$ cat src/rtl/rr_grant_ctrl_pkg.sv
// arb_pkg: shared types and constants for the 4-way round-robin grant controller
package arb_pkg;
    typedef enum logic {IDLE, GRANT} state_t;
    localparam int NREQ = 4;
    localparam int IDX_W = 2;
    localparam logic [NREQ-1:0] GRANT_NONE = 4'b1111;
endpackage

$ cat src/rtl/rr_grant_ctrl_if.sv
// rr_grant_ctrl_if: request/grant bundle between requesters (master) and arbiter (slave)
interface rr_grant_ctrl_if import arb_pkg::*; #(parameter int CNT_W = 8);
    logic [NREQ-1:0]  req;
    logic [NREQ-1:0]  grant_n;
    logic [IDX_W-1:0] gnt_idx;
    logic             gnt_valid;
    logic [CNT_W-1:0] hold_cnt;
    modport master (output req, input grant_n, gnt_idx, gnt_valid, hold_cnt);
    modport slave (input req, output grant_n, gnt_idx, gnt_valid, hold_cnt);
endinterface

$ cat src/rtl/rr_grant_ctrl_dec.sv
// onehot_low_dec: 2-to-4 active-low decode with enable, all-high when disabled
module onehot_low_dec import arb_pkg::*; (
    input  logic [IDX_W-1:0] idx_i,
    input  logic             en_i,
    output logic [NREQ-1:0]  dec_n_o
);
    assign dec_n_o = en_i ? ~(NREQ'(1) << idx_i) : GRANT_NONE;
endmodule

$ cat src/rtl/rr_grant_ctrl.sv
// rr_grant_ctrl: round-robin arbiter sharing one resource among 4 requesters with hold timeout
module rr_grant_ctrl import arb_pkg::*; #(
    parameter int HOLD_MAX = 8,
    parameter int CNT_W = 8
) (
    input logic           clk,
    input logic           rst,
    rr_grant_ctrl_if.slave bus
);
    localparam logic [CNT_W-1:0] LAST = CNT_W'(HOLD_MAX == 0 ? 0 : HOLD_MAX - 1);
    state_t state_q, state_d;
    logic [IDX_W-1:0] ptr_q, ptr_d, idx_q, idx_d;
    logic valid_q, valid_d;
    logic [CNT_W-1:0] cnt_q, cnt_d;
    logic [NREQ-1:0] grant_n_q, grant_n_d;
    logic [IDX_W:0] pick;
    logic keep;
    // {found, index} of the first request after p, wrapping so p itself is scanned last
    function automatic logic [IDX_W:0] rr_pick(input logic [NREQ-1:0] r, input logic [IDX_W-1:0] p);
        logic [IDX_W-1:0] c;
        rr_pick = '0;
        for (int i = NREQ; i >= 1; i--) begin
            c = p + IDX_W'(i);
            if (r[c]) rr_pick = {1'b1, c};
        end
    endfunction
    always_comb begin
        keep = state_q == GRANT && bus.req[idx_q] && !(HOLD_MAX != 0 && cnt_q == LAST);
        pick = rr_pick(bus.req, state_q == GRANT ? idx_q : ptr_q);
        state_d = state_q;
        ptr_d = ptr_q;
        idx_d = idx_q;
        cnt_d = '0;
        if (keep) cnt_d = cnt_q == '1 ? cnt_q : cnt_q + 1'b1;
        else begin
            ptr_d = state_q == GRANT ? idx_q : ptr_q;
            state_d = pick[IDX_W] ? GRANT : IDLE;
            idx_d = pick[IDX_W] ? pick[IDX_W-1:0] : idx_q;
        end
        valid_d = state_d == GRANT;
    end
    onehot_low_dec u_dec (.idx_i(idx_d), .en_i(valid_d), .dec_n_o(grant_n_d));
    always_ff @(posedge clk) begin
        if (rst) begin
            state_q <= IDLE;
            ptr_q <= 2'b11;
            idx_q <= '0;
            valid_q <= 1'b0;
            cnt_q <= '0;
            grant_n_q <= GRANT_NONE;
        end else begin
            state_q <= state_d;
            ptr_q <= ptr_d;
            idx_q <= idx_d;
            valid_q <= valid_d;
            cnt_q <= cnt_d;
            grant_n_q <= grant_n_d;
        end
    end
    assign bus.grant_n = grant_n_q;
    assign bus.gnt_idx = idx_q;
    assign bus.gnt_valid = valid_q;
    assign bus.hold_cnt = cnt_q;
endmodule

$ cat src/flat_wrapper.sv
// flat-port wrapper written by rule: the top's interface ports become plain ports
module rr_grant_ctrl_flat import arb_pkg::*;
#(
    parameter int HOLD_MAX = 8,
    parameter int CNT_W = 8
)
  (clk, rst, bus_req, bus_grant_n, bus_gnt_idx, bus_gnt_valid, bus_hold_cnt);
  rr_grant_ctrl_if #(.CNT_W(CNT_W)) bus_i ();
  input logic clk;
  input logic rst;
  input wire logic [$bits(bus_i.req)-1:0] bus_req;
  output wire logic [$bits(bus_i.grant_n)-1:0] bus_grant_n;
  output wire logic [$bits(bus_i.gnt_idx)-1:0] bus_gnt_idx;
  output wire logic [$bits(bus_i.gnt_valid)-1:0] bus_gnt_valid;
  output wire logic [$bits(bus_i.hold_cnt)-1:0] bus_hold_cnt;
  assign bus_i.req = bus_req;
  assign bus_grant_n = bus_i.grant_n;
  assign bus_gnt_idx = bus_i.gnt_idx;
  assign bus_gnt_valid = bus_i.gnt_valid;
  assign bus_hold_cnt = bus_i.hold_cnt;
  rr_grant_ctrl #(.HOLD_MAX(HOLD_MAX), .CNT_W(CNT_W)) u_core (.clk(clk), .rst(rst), .bus(bus_i));
endmodule
$ cat config.mk
export PLATFORM = sky130hd
export DESIGN_NAME = rr_grant_ctrl_flat
export DESIGN_NICKNAME = d
export VERILOG_FILES = /design/src/rtl/rr_grant_ctrl_pkg.sv /design/src/rtl/rr_grant_ctrl_if.sv /design/src/rtl/rr_grant_ctrl_dec.sv /design/src/rtl/rr_grant_ctrl.sv /design/src/flat_wrapper.sv
export SDC_FILE = /design/constraint.sdc
export NUM_CORES = 1
export LEC_CHECK = 0
export ABC_AREA = 1
export BUFFER_PORTS_ARGS = -buffer_cell sky130_fd_sc_hd__buf_2
export CAP_MARGIN = 30
export CORE_UTILIZATION = 47
export CTS_CLUSTER_DIAMETER = 120
export DETAILED_ROUTE_END_ITERATION = 10
export PLACE_DENSITY = 0.75
export SYNTH_ARGS = -nofsm -noshare
export SYNTH_HDL_FRONTEND = slang
export SYNTH_SLANG_ARGS = --single-unit
$ cat constraint.sdc
create_clock -name clk -period 2.35 [get_ports clk]
set_input_delay 0.235 -clock clk [delete_from_list [all_inputs] [get_ports clk]]
set_output_delay 0.235 -clock clk [all_outputs]
set_load 0.01 [all_outputs]
# Word-level counts from Yosys, hierarchy flattened
# Index checks and enable logic that the tools add are counted.
totals:
  word_cells: 44
  input_bits: 6
  register_bits: 17
  out_inout_bits: 15
classes:
  add_sub_neg: 4
  muxes: 19
  reduce_logical: 5
  bitwise: 3
  n_eq_ne: 2
  magnitude_cmp: 5
  n_shift: 1
ops:
  columns: ["operator", "n"]
  rows:
  - ["$lt 2x3->1 const B", 5]
  - ["$mux 3", 4]
  - ["$bmux 1 s2", 5]
  - ["$add 8x1->8 const B", 1]
  - ["$eq 8x3->1 const B", 1]
  - ["$eq 8x8->1 const B", 1]
  - ["$mux 1", 7]
  - ["$mux 2", 3]
  - ["$add 2x2->2 const B", 2]
  - ["$not 4->4", 1]
  - ["$reduce_or 2->1", 2]
  - ["$shl 1x2->4 const A", 1]
  - ["$add 2x1->2 const B", 1]
  - ["$logic_and 1x1->1", 2]
  - ["$not 1->1", 2]
  - ["$logic_not 1->1", 1]

# Depth between registers and ports, before layout
# Gate-level depths: netlist of run 1.
depth:
  depth_word: 11
  depth_mapped: 14
  ltp_nobuf: 14

# By module
# Synthesis of run 1 repeated with hierarchy kept, for this count alone.
hier_totals:
  cells_unflattened: 156
  hier_area_um2: 1116.1
modules_own_cells:
  columns: ["mod", "cells_per_inst", "n_inst", "seq_area_each_um2", "area_per_inst_um2"]
  rows:
  - ["rr_grant_ctrl", 149, 1, 340.3, 1086.0]
  - ["onehot_low_dec", 7, 1, 0.0, 30.0]

# Worst setup path after synthesis of run 1
# No wires, ideal clock.
synth_path:
  path_type: "reg2reg"
  from: "reg u_core.cnt_q[0], in the netlist u_core.bus.hold_cnt[0]"
  to: "reg u_core.grant_n_q[2], in the netlist u_core.bus.grant_n[2]"
  stages_incl_launch_ff: 11
  t_required_ns: 2.229
  setup_slack_ns: 0.702
  t_arrival_ns: 1.527
  setup_ns: 0.121
  cell_sequence: "dfxtp_1 ha_1 nand2_1 nor3_2 nand4_1 nand2_2 nand2_2 a21oi_1 nand2_1 nand2_1 nand3_1"
synth_via:
  elab_chain_len: 6
  elab_cells_between_ends: 9
  cone_classes: "eq/ne (1); shift (1); mux (2); bitwise (2); reduce/logical (3)"
synth_rtl:
  columns: ["element", "line_no", "rtl"]
  rows:
  - ["start: declaration", "rr_grant_ctrl.sv:14", "logic [CNT_W-1:0] cnt_q, cnt_d;"]
  - ["start signal: assignment", "rr_grant_ctrl.sv:56", "cnt_q <= cnt_d;"]
  - ["$eq 8x3->1 (*)", "rr_grant_ctrl.sv:28", "keep = state_q == GRANT && bus.req[idx_q] && !(HOLD_MAX != 0 && cnt_q == LAST);"]
  - ["$logic_not 1->1 (*)", "rr_grant_ctrl.sv:28", null]
  - ["$logic_and 1x1->1 (*)", "rr_grant_ctrl.sv:28", null]
  - ["$mux 2 / $mux 1 (equally long branches)", "rr_grant_ctrl.sv:34", "if (keep) cnt_d = cnt_q == '1 ? cnt_q : cnt_q + 1'b1;"]
  - ["$shl 1x2->4 / $not 1->1 (equally long branches)", null, null]
  - ["$not 4->4 / $reduce_or 2->1 (equally long branches)", null, null]
  - ["end signal: assignment", "rr_grant_ctrl.sv:57", "grant_n_q <= grant_n_d;"]
  - ["end: declaration", "rr_grant_ctrl.sv:15", "logic [NREQ-1:0] grant_n_q, grant_n_d;"]
# Every way passes the cells marked *; elsewhere a longest branch is shown, timed or not.
# A chain may end at the register's enable or synchronous reset.

# Final worst setup path of run 1
# Same ends and word-level chain as after synthesis.

==> impl_metrics.prom, run 1 <==
# TYPE chip_impl_metric gauge
chip_impl_info{name="status",value="completed"} 1
chip_impl_metric{name="crit_required",unit="ns"} 2.53
chip_impl_metric{name="synth_area_per_cell",unit="sq um"} 6.94
chip_impl_info{name="path_common_cell",value="sky130_fd_sc_hd__nand2_1"} 1
chip_impl_metric{name="floorplan.initialDensity",unit="%"} 50.9
chip_impl_metric{name="die_h",unit="um"} 48.6
chip_impl_metric{name="rows",unit=""} 16
chip_impl_metric{name="clock_tree.htree_level_count",unit=""} 1
chip_impl_info{name="start_kind",value="flip-flop"} 1
chip_impl_metric{name="first_global_vias",unit=""} 937
chip_impl_metric{name="timing.max_slew.rel_slack",unit="%"} 79.9
chip_impl_metric{name="postSynthCellCount",unit=""} 147
chip_impl_metric{name="wirelength",unit="um"} 2200
chip_impl_metric{name="placed_cells",unit=""} 194
chip_impl_metric{name="drcViolationCount",unit=""} 0
chip_impl_metric{name="final_number_of_hold_violating_endpoints",unit=""} 0
chip_impl_metric{name="post_route_cells_drive_above_1_share",unit="%"} 28.7
chip_impl_info{name="root_buffer",value="sky130_fd_sc_hd__clkbuf_4"} 1
chip_impl_metric{name="design_area",unit="sq um"} 1180
chip_impl_metric{name="cts_inserted_buffers",unit=""} 3
chip_impl_metric{name="ys.warnings.count",unit=""} 0
chip_impl_metric{name="synthToLayoutAreaGrowth",unit="%"} 15.8
chip_impl_metric{name="r2r_setup_slack",unit="ns"} 0.63
chip_impl_metric{name="ys_async_sr_fraction",unit="%"} 0
chip_impl_metric{name="wire_per_inst",unit="um"} 11.1
chip_impl_metric{name="fin_worst_skew",unit="ns"} 0.00253
chip_impl_metric{name="clkTransAtPathRegs",unit="ns"} 0.10
chip_impl_metric{name="power.density_cell_area",unit="nW/um^2"} 982
chip_impl_info{name="holdCritPathClass",value="in -> reg"} 1
chip_impl_metric{name="xor_xnor_portion_of_the_synthesized_cell_area",unit="%"} 2.58
chip_impl_metric{name="cap_violations",unit=""} 0
chip_impl_metric{name="place_area",unit="sq um"} 1150
chip_impl_metric{name="worst_ir_drop_vdd",unit="mV"} 0.775
chip_impl_metric{name="finalSetupViolations",unit=""} 0
chip_impl_metric{name="grt_first_pass_wirelength",unit="um"} 3830
chip_impl_metric{name="critical_path_peak_fanout",unit=""} 6
chip_impl_info{name="worst_r2r_endpoint",value="u_core.bus.grant_n[2]$_SDFF_PP1_"} 1
chip_impl_metric{name="die_x",unit="um"} 48.6
chip_impl_metric{name="detailroute.via_count",unit=""} 985
chip_impl_metric{name="post_synth_and_or_nand_nor_area_fraction",unit="%"} 45.6
chip_impl_metric{name="antenna_found_initial",unit=""} 0
chip_impl_info{name="clock_tree_from_tritoncts",value="yes"} 1
chip_impl_metric{name="totalNegativeSetupSlack",unit="ns"} 0
chip_impl_metric{name="fin_cells",unit=""} 198
chip_impl_metric{name="drtPass1Iterations",unit=""} 4
chip_impl_metric{name="arrival",unit="ns"} 1.90
chip_impl_metric{name="syn-num-nets",unit=""} 154
chip_impl_info{name="hold_end",value="u_core.bus.gnt_idx[1]$_SDFF_PP0_"} 1
chip_impl_metric{name="post_cts_resized",unit=""} 0
chip_impl_metric{name="numClockSinks",unit=""} 17
chip_impl_info{name="worst_path_max_delay_cell",value="sky130_fd_sc_hd__dfxtp_1"} 1
chip_impl_metric{name="cellLeakagePower",unit="nW"} 0.603
chip_impl_metric{name="dieArea",unit="sq um"} 2360
chip_impl_metric{name="ant_nets",unit=""} 0
chip_impl_metric{name="hold-path-cell-count",unit=""} 2
chip_impl_metric{name="maxSlewViolCount",unit=""} 0
chip_impl_info{name="combinational_family_with_the_most_area_after_synthesis",value="simple AND/OR/NAND/NOR gates"} 1
chip_impl_metric{name="layout.core_utilization",unit="%"} 59.0
chip_impl_metric{name="drt-vias-per-instance",unit=""} 4.97
chip_impl_metric{name="synth_compound_gate_area_share",unit="%"} 9.82
chip_impl_metric{name="core_area",unit="sq um"} 2000
chip_impl_metric{name="numPortBuffers",unit=""} 20
chip_impl_metric{name="total_power",unit="mW"} 1.16
chip_impl_info{name="grt_setup_unrepaired",value="false"} 1
chip_impl_metric{name="post_synth_fa_ha_maj_area_fraction",unit="%"} 1.23
chip_impl_metric{name="count_of_antenna_diodes_in_the_layout",unit=""} 0
chip_impl_metric{name="synthesis.area",unit="sq um"} 1020
chip_impl_info{name="critical_path_capture_point_type",value="flip-flop"} 1
chip_impl_metric{name="worstSkewPairLatency",unit="ns"} 0.28
chip_impl_metric{name="synth.ff_latch_count",unit=""} 17
chip_impl_metric{name="number_of_enable_flip_flop_cells_after_synthesis",unit=""} 0
chip_impl_metric{name="drt_first_iter_violations",unit=""} 19
chip_impl_info{name="worst_r2r_startpoint",value="u_core.bus.hold_cnt[0]$_SDFFE_PP0P_"} 1
chip_impl_info{name="critical_path_class",value="reg -> reg"} 1
chip_impl_metric{name="holdBufCountCts",unit=""} 0
chip_impl_metric{name="synthDistinctLibCells",unit=""} 27
chip_impl_metric{name="crit_buf_inv",unit=""} 0
chip_impl_metric{name="cts.path.max_buffers",unit=""} 2
chip_impl_metric{name="period_share",unit="%"} 73.0
chip_impl_metric{name="max_freq",unit="MHz"} 583
chip_impl_info{name="critical_path_cell_sequence",value="ha_1, nand2_1, nor3_2, nand4_1, nand2_2, nand2_2, a21oi_1, nand2_1, nand2_1, nand3_1"} 1
chip_impl_info{name="cp_top_family",value="simple AND/OR/NAND/NOR gates"} 1
chip_impl_metric{name="post-dp-hpwl",unit="um"} 1800
chip_impl_metric{name="global_route.usage.total",unit="%"} 20.4
chip_impl_metric{name="period_needed",unit="ns"} 1.72
chip_impl_metric{name="timing_worst_slew_pin_value",unit="ns"} 0.301
chip_impl_metric{name="rr_worst_depth",unit=""} 10
chip_impl_metric{name="cp_slowest_stage_delay",unit="ns"} 0.40
chip_impl_metric{name="floorplan.io_pins",unit=""} 21
chip_impl_metric{name="globalplace.congestion",unit=""} 0.840
chip_impl_info{name="synth_ff_type",value="sky130_fd_sc_hd__dfxtp_1"} 1
chip_impl_metric{name="seq_area_frac_synth",unit="%"} 33.4
chip_impl_metric{name="grt_max_degree",unit=""} 11
chip_impl_metric{name="num-nets-final",unit=""} 179
chip_impl_metric{name="yosys-mux-area-fraction",unit="%"} 0
chip_impl_metric{name="grt.overflow.total",unit=""} 0
chip_impl_info{name="hold_path_startpoint",value="rst"} 1
chip_impl_metric{name="cts_setup_buffers",unit=""} 0
metrics by stage:
stage | hold WS [ns] | setup slack (ns)
2_1_floorplan | 0.307 | 0.702
3_3_place_gp | 0.448 | 0.701
3_5_place_dp | 0.455 | 0.641
4_1_cts | 0.147 | 0.629
5_1_grt | 0.146 | 0.367
6_report | 0.144 | 0.633
worst register-to-register path, stage by stage (launching register included):
cell and delay [ns]:
sky130_fd_sc_hd__dfxtp_1 0.40, sky130_fd_sc_hd__ha_1 0.20, sky130_fd_sc_hd__nand2_1 0.09, sky130_fd_sc_hd__nor3_2 0.11, sky130_fd_sc_hd__nand4_1 0.11, sky130_fd_sc_hd__nand2_2 0.14
sky130_fd_sc_hd__nand2_2 0.07, sky130_fd_sc_hd__a21oi_1 0.26, sky130_fd_sc_hd__nand2_1 0.09, sky130_fd_sc_hd__nand2_1 0.08, sky130_fd_sc_hd__nand3_1 0.06
where the power goes:
group | switching, mW | total, mW | internal, mW | leakage (nW)
clock | 0.0898 | 0.153 | 0.0632 | 0.0177
combinational | 0.387 | 0.608 | 0.222 | 0.446
sequential | 0.0446 | 0.398 | 0.354 | 0.139
total | 0.521 | 1.16 | 0.639 | 0.603
cell type report:
class,instances,area [sq um]
well taps,27,33.8
inverters,20,75.1
clock buffers,3,22.5
clock inverters,1,5.00
repair buffers,20,100
flip-flops and latches,17,340
multi-input cells,110,604
fillers,202,821
worst max-delay path by stage:
| stage | start | end | slack, ns | cells past startpoint |
|---|---|---|---|---|
| after global placement | u_core.bus.hold_cnt[0]$_SDFFE_PP0P_ | u_core.bus.grant_n[2]$_SDFF_PP1_ | 0.70 | 10 |
| after detailed placement | u_core.bus.hold_cnt[0]$_SDFFE_PP0P_ | u_core.bus.grant_n[2]$_SDFF_PP1_ | 0.64 | 10 |
| after floorplan | u_core.bus.hold_cnt[0]$_SDFFE_PP0P_ | u_core.bus.grant_n[2]$_SDFF_PP1_ | 0.70 | 10 |
| after global routing | u_core.bus.hold_cnt[0]$_SDFFE_PP0P_ | u_core.bus.grant_n[2]$_SDFF_PP1_ | 0.37 | 10 |
| final | u_core.bus.hold_cnt[0]$_SDFFE_PP0P_ | u_core.bus.grant_n[2]$_SDFF_PP1_ | 0.63 | 10 |
| after CTS | u_core.bus.hold_cnt[0]$_SDFFE_PP0P_ | u_core.bus.grant_n[2]$_SDFF_PP1_ | 0.63 | 10 |
state kept, by name (all words and copies together) (netlist names):
name                 count
u_core.bus.hold_cnt      8
u_core.bus.grant_n       4
u_core.bus.gnt_idx       2
u_core.ptr_q             2
u_core.state_q           1
placed cells by master, fill, tap and decap left out, types with 3 or more instances in the layout:
| cell type | n |
|---|---|
| sky130_fd_sc_hd__nand2_1 | 41 |
| sky130_fd_sc_hd__a21oi_1 | 8 |
| sky130_fd_sc_hd__buf_2 | 20 |
| sky130_fd_sc_hd__nand2_2 | 13 |
| sky130_fd_sc_hd__dfxtp_1 | 17 |
| sky130_fd_sc_hd__xor2_1 | 3 |
| sky130_fd_sc_hd__inv_1 | 19 |
| sky130_fd_sc_hd__nand3_1 | 12 |
| sky130_fd_sc_hd__nand4_1 | 3 |
| sky130_fd_sc_hd__o21ai_0 | 3 |
| sky130_fd_sc_hd__nor2_1 | 7 |
| sky130_fd_sc_hd__clkbuf_4 | 3 |
layer usage:
| metal | track usage (%) | wire length, um | vias to the layer above |
|---|---|---|---|
| li1 | - | - | 519 |
| met1 | 22.0 | 975 | 448 |
| met2 | 40.6 | 1140 | 16 |
| met3 | 2.83 | 61 | 2 |
| met4 | 5.88 | 14 | 0 |
| met5 | 0 | 0 | - |
logic make-up after synthesis:
kind of cell,Yosys count
fa+ha+maj,1
flops,17
compound gates,16
simple gates,90
buf+inv,20
xor+xnor,3
Yosys cell counts, types with 2 or more instances:
library cell,instances,area [sq um]
sky130_fd_sc_hd__a21oi_1,8,40.0
sky130_fd_sc_hd__dfxtp_1,17,340
sky130_fd_sc_hd__inv_1,19,71.3
sky130_fd_sc_hd__nand2_1,41,154
sky130_fd_sc_hd__nand2_2,13,81.3
sky130_fd_sc_hd__nand2_4,2,22.5
sky130_fd_sc_hd__nand3_1,12,60.1
sky130_fd_sc_hd__nand3_2,2,20.0
sky130_fd_sc_hd__nand4_1,3,18.8
sky130_fd_sc_hd__nor2_1,7,26.3
sky130_fd_sc_hd__nor3_1,2,10.0
sky130_fd_sc_hd__o211ai_1,2,15.0
sky130_fd_sc_hd__o21ai_0,3,15.0
sky130_fd_sc_hd__xor2_1,3,26.3
Note: power is estimated with default switching activity, not from simulation.
==> run 2, diff against run 1 <==
Clock period 2.35 ns to 1.6 ns, I/O delays scaled along.
==> run 2 against run 1 <==
Against the previous run:
- the run now ends with setup timing left
- wire length up 25%
- clock power up 50%
- via count is 11% higher
- critical path depth unchanged
- combinational power grew 120%
- register-to-register slack lost 0.64 ns
- critical endpoint is now u_core.bus.grant_n[0]$_SDFF_PP1_
==> impl_metrics.prom, run 2 (synthesis results as in run 1) <==
# TYPE chip_impl_metric gauge
chip_impl_info{name="status",value="complete, but fails checks"} 1
chip_impl_info{name="failed_checks",value="setup timing"} 1
chip_impl_metric{name="cell_internal_pwr",unit="mW"} 1.17
chip_impl_metric{name="period_share",unit="%"} 101
chip_impl_metric{name="clock_tree.htree_level_count",unit=""} 1
chip_impl_metric{name="cellLeakagePower",unit="nW"} 0.703
chip_impl_metric{name="cts.path.max_buffers",unit=""} 2
chip_impl_metric{name="maxSlewViolCount",unit=""} 0
chip_impl_metric{name="finalSetupViolations",unit=""} 1
chip_impl_metric{name="worstSkewPairLatency",unit="ns"} 0.30
chip_impl_metric{name="power.density_cell_area",unit="nW/um^2"} 1520
chip_impl_metric{name="die_x",unit="um"} 48.6
chip_impl_metric{name="timing.max_slew.rel_slack",unit="%"} 87.3
chip_impl_metric{name="r2r_setup_slack",unit="ns"} -0.008
chip_impl_metric{name="dieArea",unit="sq um"} 2360
chip_impl_metric{name="detailroute.via_count",unit=""} 1089
chip_impl_metric{name="numPortBuffers",unit=""} 20
chip_impl_metric{name="floorplan.initialDensity",unit="%"} 50.9
chip_impl_metric{name="setup_slack",unit="ns"} -0.00820
chip_impl_metric{name="fin_worst_skew",unit="ns"} 0.00689
chip_impl_metric{name="globalplace.congestion",unit=""} 0.865
chip_impl_metric{name="combinationalPowerShare",unit="%"} 61.5
chip_impl_info{name="timing.critical_path.from",value="u_core.bus.gnt_idx[0]$_SDFF_PP0_"} 1
chip_impl_metric{name="clkTransAtPathRegs",unit="ns"} 0.10
chip_impl_info{name="hold_end",value="u_core.bus.gnt_idx[1]$_SDFF_PP0_"} 1
chip_impl_metric{name="period_needed",unit="ns"} 1.61
chip_impl_metric{name="cts_inserted_buffers",unit=""} 3
chip_impl_metric{name="drcViolationCount",unit=""} 0
chip_impl_metric{name="largest_reg_flops",unit=""} 8
chip_impl_metric{name="numClockSinks",unit=""} 17
chip_impl_metric{name="drt-vias-per-instance",unit=""} 5.16
chip_impl_metric{name="floorplan.io_pins",unit=""} 21
chip_impl_metric{name="cap_violations",unit=""} 0
chip_impl_metric{name="preCtsSetupSlack",unit="ns"} -0.00682
chip_impl_metric{name="grt_max_degree",unit=""} 11
chip_impl_metric{name="pwr-share-clk",unit="%"} 10.6
chip_impl_metric{name="placed_cells",unit=""} 201
chip_impl_metric{name="rows",unit=""} 16
chip_impl_metric{name="count_of_antenna_diodes_in_the_layout",unit=""} 0
chip_impl_metric{name="grt.overflow.total",unit=""} 0
chip_impl_info{name="start_kind",value="flip-flop"} 1
chip_impl_metric{name="antenna_found_initial",unit=""} 0
chip_impl_metric{name="design_area",unit="sq um"} 1430
chip_impl_metric{name="max_freq",unit="MHz"} 622
chip_impl_metric{name="num-nets-final",unit=""} 192
chip_impl_metric{name="ant_nets",unit=""} 0
chip_impl_metric{name="global_route.usage.total",unit="%"} 22.1
chip_impl_info{name="grt_setup_unrepaired",value="true"} 1
chip_impl_info{name="holdCritPathClass",value="in -> reg"} 1
chip_impl_metric{name="totalNegativeSetupSlack",unit="ns"} -0.00820
chip_impl_metric{name="worst_ir_drop_vdd",unit="mV"} 1.17
chip_impl_metric{name="arrival",unit="ns"} 1.80
chip_impl_metric{name="wirelength",unit="um"} 2740
chip_impl_metric{name="netsw",unit="uW"} 990
chip_impl_metric{name="power.share.sequential",unit="%"} 27.9
chip_impl_metric{name="timing_worst_slew_pin_value",unit="ns"} 0.189
chip_impl_metric{name="die_h",unit="um"} 48.6
chip_impl_metric{name="core_area",unit="sq um"} 2000
chip_impl_metric{name="synthToLayoutAreaGrowth",unit="%"} 39.9
chip_impl_metric{name="hold-path-cell-count",unit=""} 2
chip_impl_metric{name="fin_hold_ws",unit="ns"} 0.0494
chip_impl_metric{name="post-dp-hpwl",unit="um"} 1880
chip_impl_info{name="final_common_cell",value="sky130_fd_sc_hd__nand2_2"} 1
chip_impl_metric{name="place_area",unit="sq um"} 1210
chip_impl_metric{name="power.share.switching",unit="%"} 45.8
chip_impl_metric{name="drt_first_iter_violations",unit=""} 18
chip_impl_info{name="clock_tree_from_tritoncts",value="yes"} 1
chip_impl_metric{name="crit_required",unit="ns"} 1.79
chip_impl_info{name="worst_r2r_startpoint",value="u_core.bus.gnt_idx[0]$_SDFF_PP0_"} 1
chip_impl_metric{name="rr_worst_depth",unit=""} 10
chip_impl_metric{name="critical_path_peak_fanout",unit=""} 5
chip_impl_info{name="critical_path_capture_point_type",value="flip-flop"} 1
chip_impl_metric{name="grt_first_pass_wirelength",unit="um"} 4070
chip_impl_metric{name="final_number_of_hold_violating_endpoints",unit=""} 0
chip_impl_info{name="root_buffer",value="sky130_fd_sc_hd__clkbuf_4"} 1
chip_impl_metric{name="fin_cells",unit=""} 211
chip_impl_info{name="final_cell_mix",value="sky130_fd_sc_hd__nand2_2, sky130_fd_sc_hd__nand2_1, sky130_fd_sc_hd__buf_2, sky130_fd_sc_hd__inv_1, sky130_fd_sc_hd__buf_4"} 1
chip_impl_info{name="hold_path_startpoint",value="rst"} 1
chip_impl_info{name="critical_path_class",value="reg -> reg"} 1
chip_impl_metric{name="wire_per_inst",unit="um"} 13.0
chip_impl_metric{name="first_global_vias",unit=""} 1039
chip_impl_metric{name="post_route_cells_drive_above_1_share",unit="%"} 53.8
chip_impl_metric{name="drtPass1Iterations",unit=""} 6
chip_impl_info{name="worst_r2r_endpoint",value="u_core.bus.grant_n[0]$_SDFF_PP1_"} 1
-- run 2: worst max path at each step --
| stage | to | depth (start not counted) |
|---|---|---|
| 3_5_place_dp | u_core.bus.grant_n[2]$_SDFF_PP1_ | 10 |
| 3_3_place_gp | u_core.bus.grant_n[2]$_SDFF_PP1_ | 10 |
| 4_1_cts | u_core.bus.grant_n[2]$_SDFF_PP1_ | 13 |
| 2_1_floorplan | u_core.bus.grant_n[0]$_SDFF_PP1_ | 10 |
| 6_report | u_core.bus.grant_n[0]$_SDFF_PP1_ | 10 |
| 5_1_grt | u_core.bus.grant_n[2]$_SDFF_PP1_ | 13 |
-- run 2: layer usage --
metal / GRT usage [%] / wire length (um)
met1: 23.7 / 1050
met4: 10.8 / 78
met3: 1.89 / 57
met5: 0 / 0
met2: 42.7 / 1550
-- run 2: through the flow --
stage                     utilization, %  total power [mW]
after floorplan                        -              1.28
final                               71.3              2.16
after global placement              60.4              1.52
after detailed placement            60.4              1.56
after global routing                71.3              2.34
after CTS                           62.8              1.84
-- run 2: layout make-up --
class | instances | area [sq um]
multi-input cells | 110 | 734
fillers | 169 | 576
clock buffers | 3 | 22.5
inverters | 20 | 80.1
clock inverters | 1 | 5.00
well taps | 27 | 33.8
flip-flops and latches | 17 | 353
repair buffers | 33 | 198
-- run 2: repair_timing --
| action | CTS | global route |
|---|---|---|
| hold buffers | 0 | 0 |
| resized for setup | 5 | 43 |
| endpoints found under the setup margin | 2 | 9 |
| setup buffers | 1 | 5 |
| pin swaps | 0 | 14 |
-- run 2: power by group through the flow --
stage               logic (mW)  clock network [mW]  registers, mW
detailed placement       0.973                   0          0.584
CTS                       1.02               0.243          0.575
floorplan                0.657                   0          0.628
global placement         0.947                   0          0.575
finish                    1.33               0.230          0.603
global route              1.46               0.262          0.616
-- run 2: worst max-delay path, cell delays in order, from the launching register on --
cell	delay, ns
sky130_fd_sc_hd__dfxtp_2	0.36
sky130_fd_sc_hd__buf_4	0.15
sky130_fd_sc_hd__a21oi_1	0.15
sky130_fd_sc_hd__o21ai_0	0.12
sky130_fd_sc_hd__nand2_1	0.10
sky130_fd_sc_hd__nand2_2	0.08
sky130_fd_sc_hd__nand2_2	0.12
sky130_fd_sc_hd__a21oi_4	0.05
sky130_fd_sc_hd__buf_4	0.14
sky130_fd_sc_hd__a21oi_4	0.15
sky130_fd_sc_hd__nand3_1	0.09
==> run 3, diff against run 2 <==
Settings changed: CORE_MARGIN set to 2.
Clock period 1.6 ns to 1.5 ns, I/O delays scaled along.
==> run 3 against run 2 <==
Against the previous run:
- the run still ends with setup timing left
- die area rose by 8.4%
- count of clock-buffer cells in the layout did not move
- register-to-register slack got worse by 0.08 ns
- core utilization rose by 6.8 points
- setup slack got worse by 0.083 ns
- design area rose by 9.6%
- critical path type unchanged
- largest power group unchanged
- highest routed layer unchanged
==> impl_metrics.prom, run 3 (synthesis results as in run 1) <==
# TYPE chip_impl_metric gauge
chip_impl_metric{name="numPortBuffers",unit=""} 20
chip_impl_metric{name="drtPass1Iterations",unit=""} 4
chip_impl_info{name="status",value="complete, but fails checks"} 1
chip_impl_metric{name="timing_worst_slew_pin_value",unit="ns"} 0.231
chip_impl_metric{name="netsw",unit="mW"} 1.10
chip_impl_metric{name="crit_buf_inv",unit=""} 2
chip_impl_metric{name="globalplace.congestion",unit=""} 0.902
chip_impl_metric{name="placed_cells",unit=""} 209
chip_impl_metric{name="crit_required",unit="ns"} 1.69
chip_impl_metric{name="clock_tree.htree_level_count",unit=""} 1
chip_impl_info{name="critical_path_class",value="reg -> reg"} 1
chip_impl_metric{name="design_area",unit="sq um"} 1560
chip_impl_info{name="worst_path_max_delay_cell",value="sky130_fd_sc_hd__dfxtp_4"} 1
chip_impl_info{name="root_buffer",value="sky130_fd_sc_hd__clkbuf_4"} 1
chip_impl_metric{name="worstSkewPairLatency",unit="ns"} 0.30
chip_impl_metric{name="ant_nets",unit=""} 0
chip_impl_metric{name="die_x",unit="um"} 50.6
chip_impl_metric{name="totalNegativeSetupSlack",unit="ns"} -0.398
chip_impl_metric{name="period_needed",unit="ns"} 1.59
chip_impl_metric{name="post-dp-hpwl",unit="um"} 1960
chip_impl_info{name="final_common_cell",value="sky130_fd_sc_hd__nand2_1"} 1
chip_impl_metric{name="largest_reg_flops",unit=""} 8
chip_impl_metric{name="drt-vias-per-instance",unit=""} 5.18
chip_impl_metric{name="fin_cells",unit=""} 219
chip_impl_metric{name="rows",unit=""} 16
chip_impl_metric{name="dieArea",unit="sq um"} 2560
chip_impl_metric{name="antenna_found_initial",unit=""} 0
chip_impl_metric{name="setup_slack",unit="ns"} -0.0908
chip_impl_metric{name="wire_per_inst",unit="um"} 13.2
chip_impl_metric{name="cell_internal_pwr",unit="mW"} 1.30
chip_impl_metric{name="post_route_cells_drive_above_1_share",unit="%"} 57.3
chip_impl_metric{name="place_area",unit="sq um"} 1270
chip_impl_metric{name="floorplan.io_pins",unit=""} 21
chip_impl_metric{name="power.share.switching",unit="%"} 45.8
chip_impl_metric{name="max_freq",unit="MHz"} 629
chip_impl_metric{name="numClockSinks",unit=""} 17
chip_impl_info{name="holdCritPathClass",value="in -> reg"} 1
chip_impl_metric{name="drt_first_iter_violations",unit=""} 18
chip_impl_metric{name="cts_inserted_buffers",unit=""} 3
chip_impl_metric{name="critical_path_peak_fanout",unit=""} 6
chip_impl_metric{name="synthToLayoutAreaGrowth",unit="%"} 53.3
chip_impl_metric{name="floorplan.initialDensity",unit="%"} 50.9
chip_impl_metric{name="core_area",unit="sq um"} 2000
chip_impl_metric{name="combinationalPowerShare",unit="%"} 63.1
chip_impl_metric{name="drcViolationCount",unit=""} 0
chip_impl_info{name="grt_setup_unrepaired",value="true"} 1
chip_impl_info{name="critical_path_capture_point_type",value="flip-flop"} 1
chip_impl_metric{name="cts.path.max_buffers",unit=""} 2
chip_impl_info{name="critical_path_cell_sequence",value="inv_8, nand2_8, nand2_8, nand2_1, nand3_2, nand2_1, inv_1, nand2_1, nand3_2, nand3_2, nand2_4, nor2_4, nand2_1"} 1
chip_impl_metric{name="first_global_vias",unit=""} 1067
chip_impl_info{name="cp_top_family",value="simple AND/OR/NAND/NOR gates"} 1
chip_impl_metric{name="power.share.sequential",unit="%"} 26.5
chip_impl_metric{name="grt_first_pass_wirelength",unit="um"} 4330
chip_impl_metric{name="die_h",unit="um"} 50.6
chip_impl_metric{name="timing.max_slew.rel_slack",unit="%"} 84.5
chip_impl_metric{name="grt_max_degree",unit=""} 11
chip_impl_info{name="final_cell_mix",value="sky130_fd_sc_hd__nand2_1, sky130_fd_sc_hd__buf_2, sky130_fd_sc_hd__buf_4, sky130_fd_sc_hd__nand2_2, sky130_fd_sc_hd__inv_1"} 1
chip_impl_metric{name="clkTransAtPathRegs",unit="ns"} 0.10
chip_impl_metric{name="pwr-share-clk",unit="%"} 10.4
chip_impl_metric{name="num-nets-final",unit=""} 200
chip_impl_info{name="clock_tree_from_tritoncts",value="yes"} 1
chip_impl_metric{name="detailroute.via_count",unit=""} 1134
chip_impl_metric{name="fillerInstances",unit=""} 148
chip_impl_metric{name="finalSetupViolations",unit=""} 7
chip_impl_metric{name="cp_slowest_stage_delay",unit="ns"} 0.45
chip_impl_metric{name="layout.core_utilization",unit="%"} 78.1
chip_impl_metric{name="maxSlewViolCount",unit=""} 0
chip_impl_metric{name="period_share",unit="%"} 106
chip_impl_metric{name="final_number_of_hold_violating_endpoints",unit=""} 0
chip_impl_info{name="start_kind",value="flip-flop"} 1
chip_impl_metric{name="wirelength",unit="um"} 2900
chip_impl_info{name="failed_checks",value="setup timing"} 1
chip_impl_info{name="path_common_cell",value="sky130_fd_sc_hd__nand2_1"} 1
chip_impl_metric{name="worst_ir_drop_vdd",unit="mV"} 1.10
chip_impl_metric{name="cellLeakagePower",unit="nW"} 0.769
chip_impl_metric{name="cap_violations",unit=""} 0
chip_impl_metric{name="total_power",unit="mW"} 2.40
chip_impl_metric{name="power.density_cell_area",unit="nW/um^2"} 1540
chip_impl_metric{name="fin_worst_skew",unit="ns"} 0.00705
chip_impl_metric{name="arrival",unit="ns"} 1.78
chip_impl_metric{name="global_route.usage.total",unit="%"} 22.1
chip_impl_metric{name="grt.overflow.total",unit=""} 0
chip_impl_metric{name="count_of_antenna_diodes_in_the_layout",unit=""} 0
==> run 3: cell types whose count changed in the layout (fill, tap and decap cells not counted), moves of 2 or more <==
cell / change
sky130_fd_sc_hd__nand2_2: -7
sky130_fd_sc_hd__nand2_4: +5
sky130_fd_sc_hd__buf_4: +7
sky130_fd_sc_hd__nor2_1: -2
sky130_fd_sc_hd__nand2_8: +2
==> run 3: power groups by stage <==
stage               clock, mW  sequential, mW  combinational [mW]
floorplan                   0           0.671               0.701
global placement            0           0.616                1.07
detailed placement          0           0.620                1.10
CTS                     0.258           0.618                1.20
global route            0.271           0.649                1.65
finish                  0.249           0.638                1.52
==> run 3: area by class of cell <==
cell class	instances	area [sq um]	area share, %
clock buffers	3	22.5	1.44
clock inverters	1	5.00	0.320
inverters	20	82.6	5.28
multi-input cells	110	802	51.3
flip-flops and latches	17	355	22.7
well taps	27	33.8	2.16
repair buffers	41	262	16.7
==> run 3: what timing repair did <==
action	CTS	global route
hold buffers	0	0
endpoints found under the setup margin	6	16
pin swaps	2	22
setup buffers	3	3
resized for setup	12	50
cloned	0	0
==> run 3: worst paths after layout <==
kind | endpoint | startpoint | cells after the start | slack (ns)
max reg2reg | u_core.bus.grant_n[1]$_SDFF_PP1_ | u_core.state_q$_SDFF_PP0_ | 13 | -0.09
max | u_core.bus.grant_n[1]$_SDFF_PP1_ | u_core.state_q$_SDFF_PP0_ | 13 | -0.09
min reg2reg | u_core.bus.hold_cnt[5]$_SDFFE_PP0P_ | u_core.bus.hold_cnt[5]$_SDFFE_PP0P_ | 2 | 0.51
min | u_core.bus.gnt_idx[1]$_SDFF_PP0_ | rst | 2 | 0.03
==> run 3: per-stage QoR <==
stage          hold WS [ns]  setup WS (ns)
5_1_grt              0.0378         -0.174
3_5_place_dp          0.361         -0.106
2_1_floorplan         0.222        0.00591
4_1_cts              0.0295       -0.00248
6_report             0.0284        -0.0908
3_3_place_gp          0.364        -0.0396
==> run 3: per-layer routing <==
| metal | track usage [%] | part of all wire, % |
|---|---|---|
| met5 | 0 | 0 |
| met4 | 10.4 | 3.4 |
| met3 | 3.57 | 2.2 |
| met2 | 43.2 | 57 |
| met1 | 22.2 | 37 |
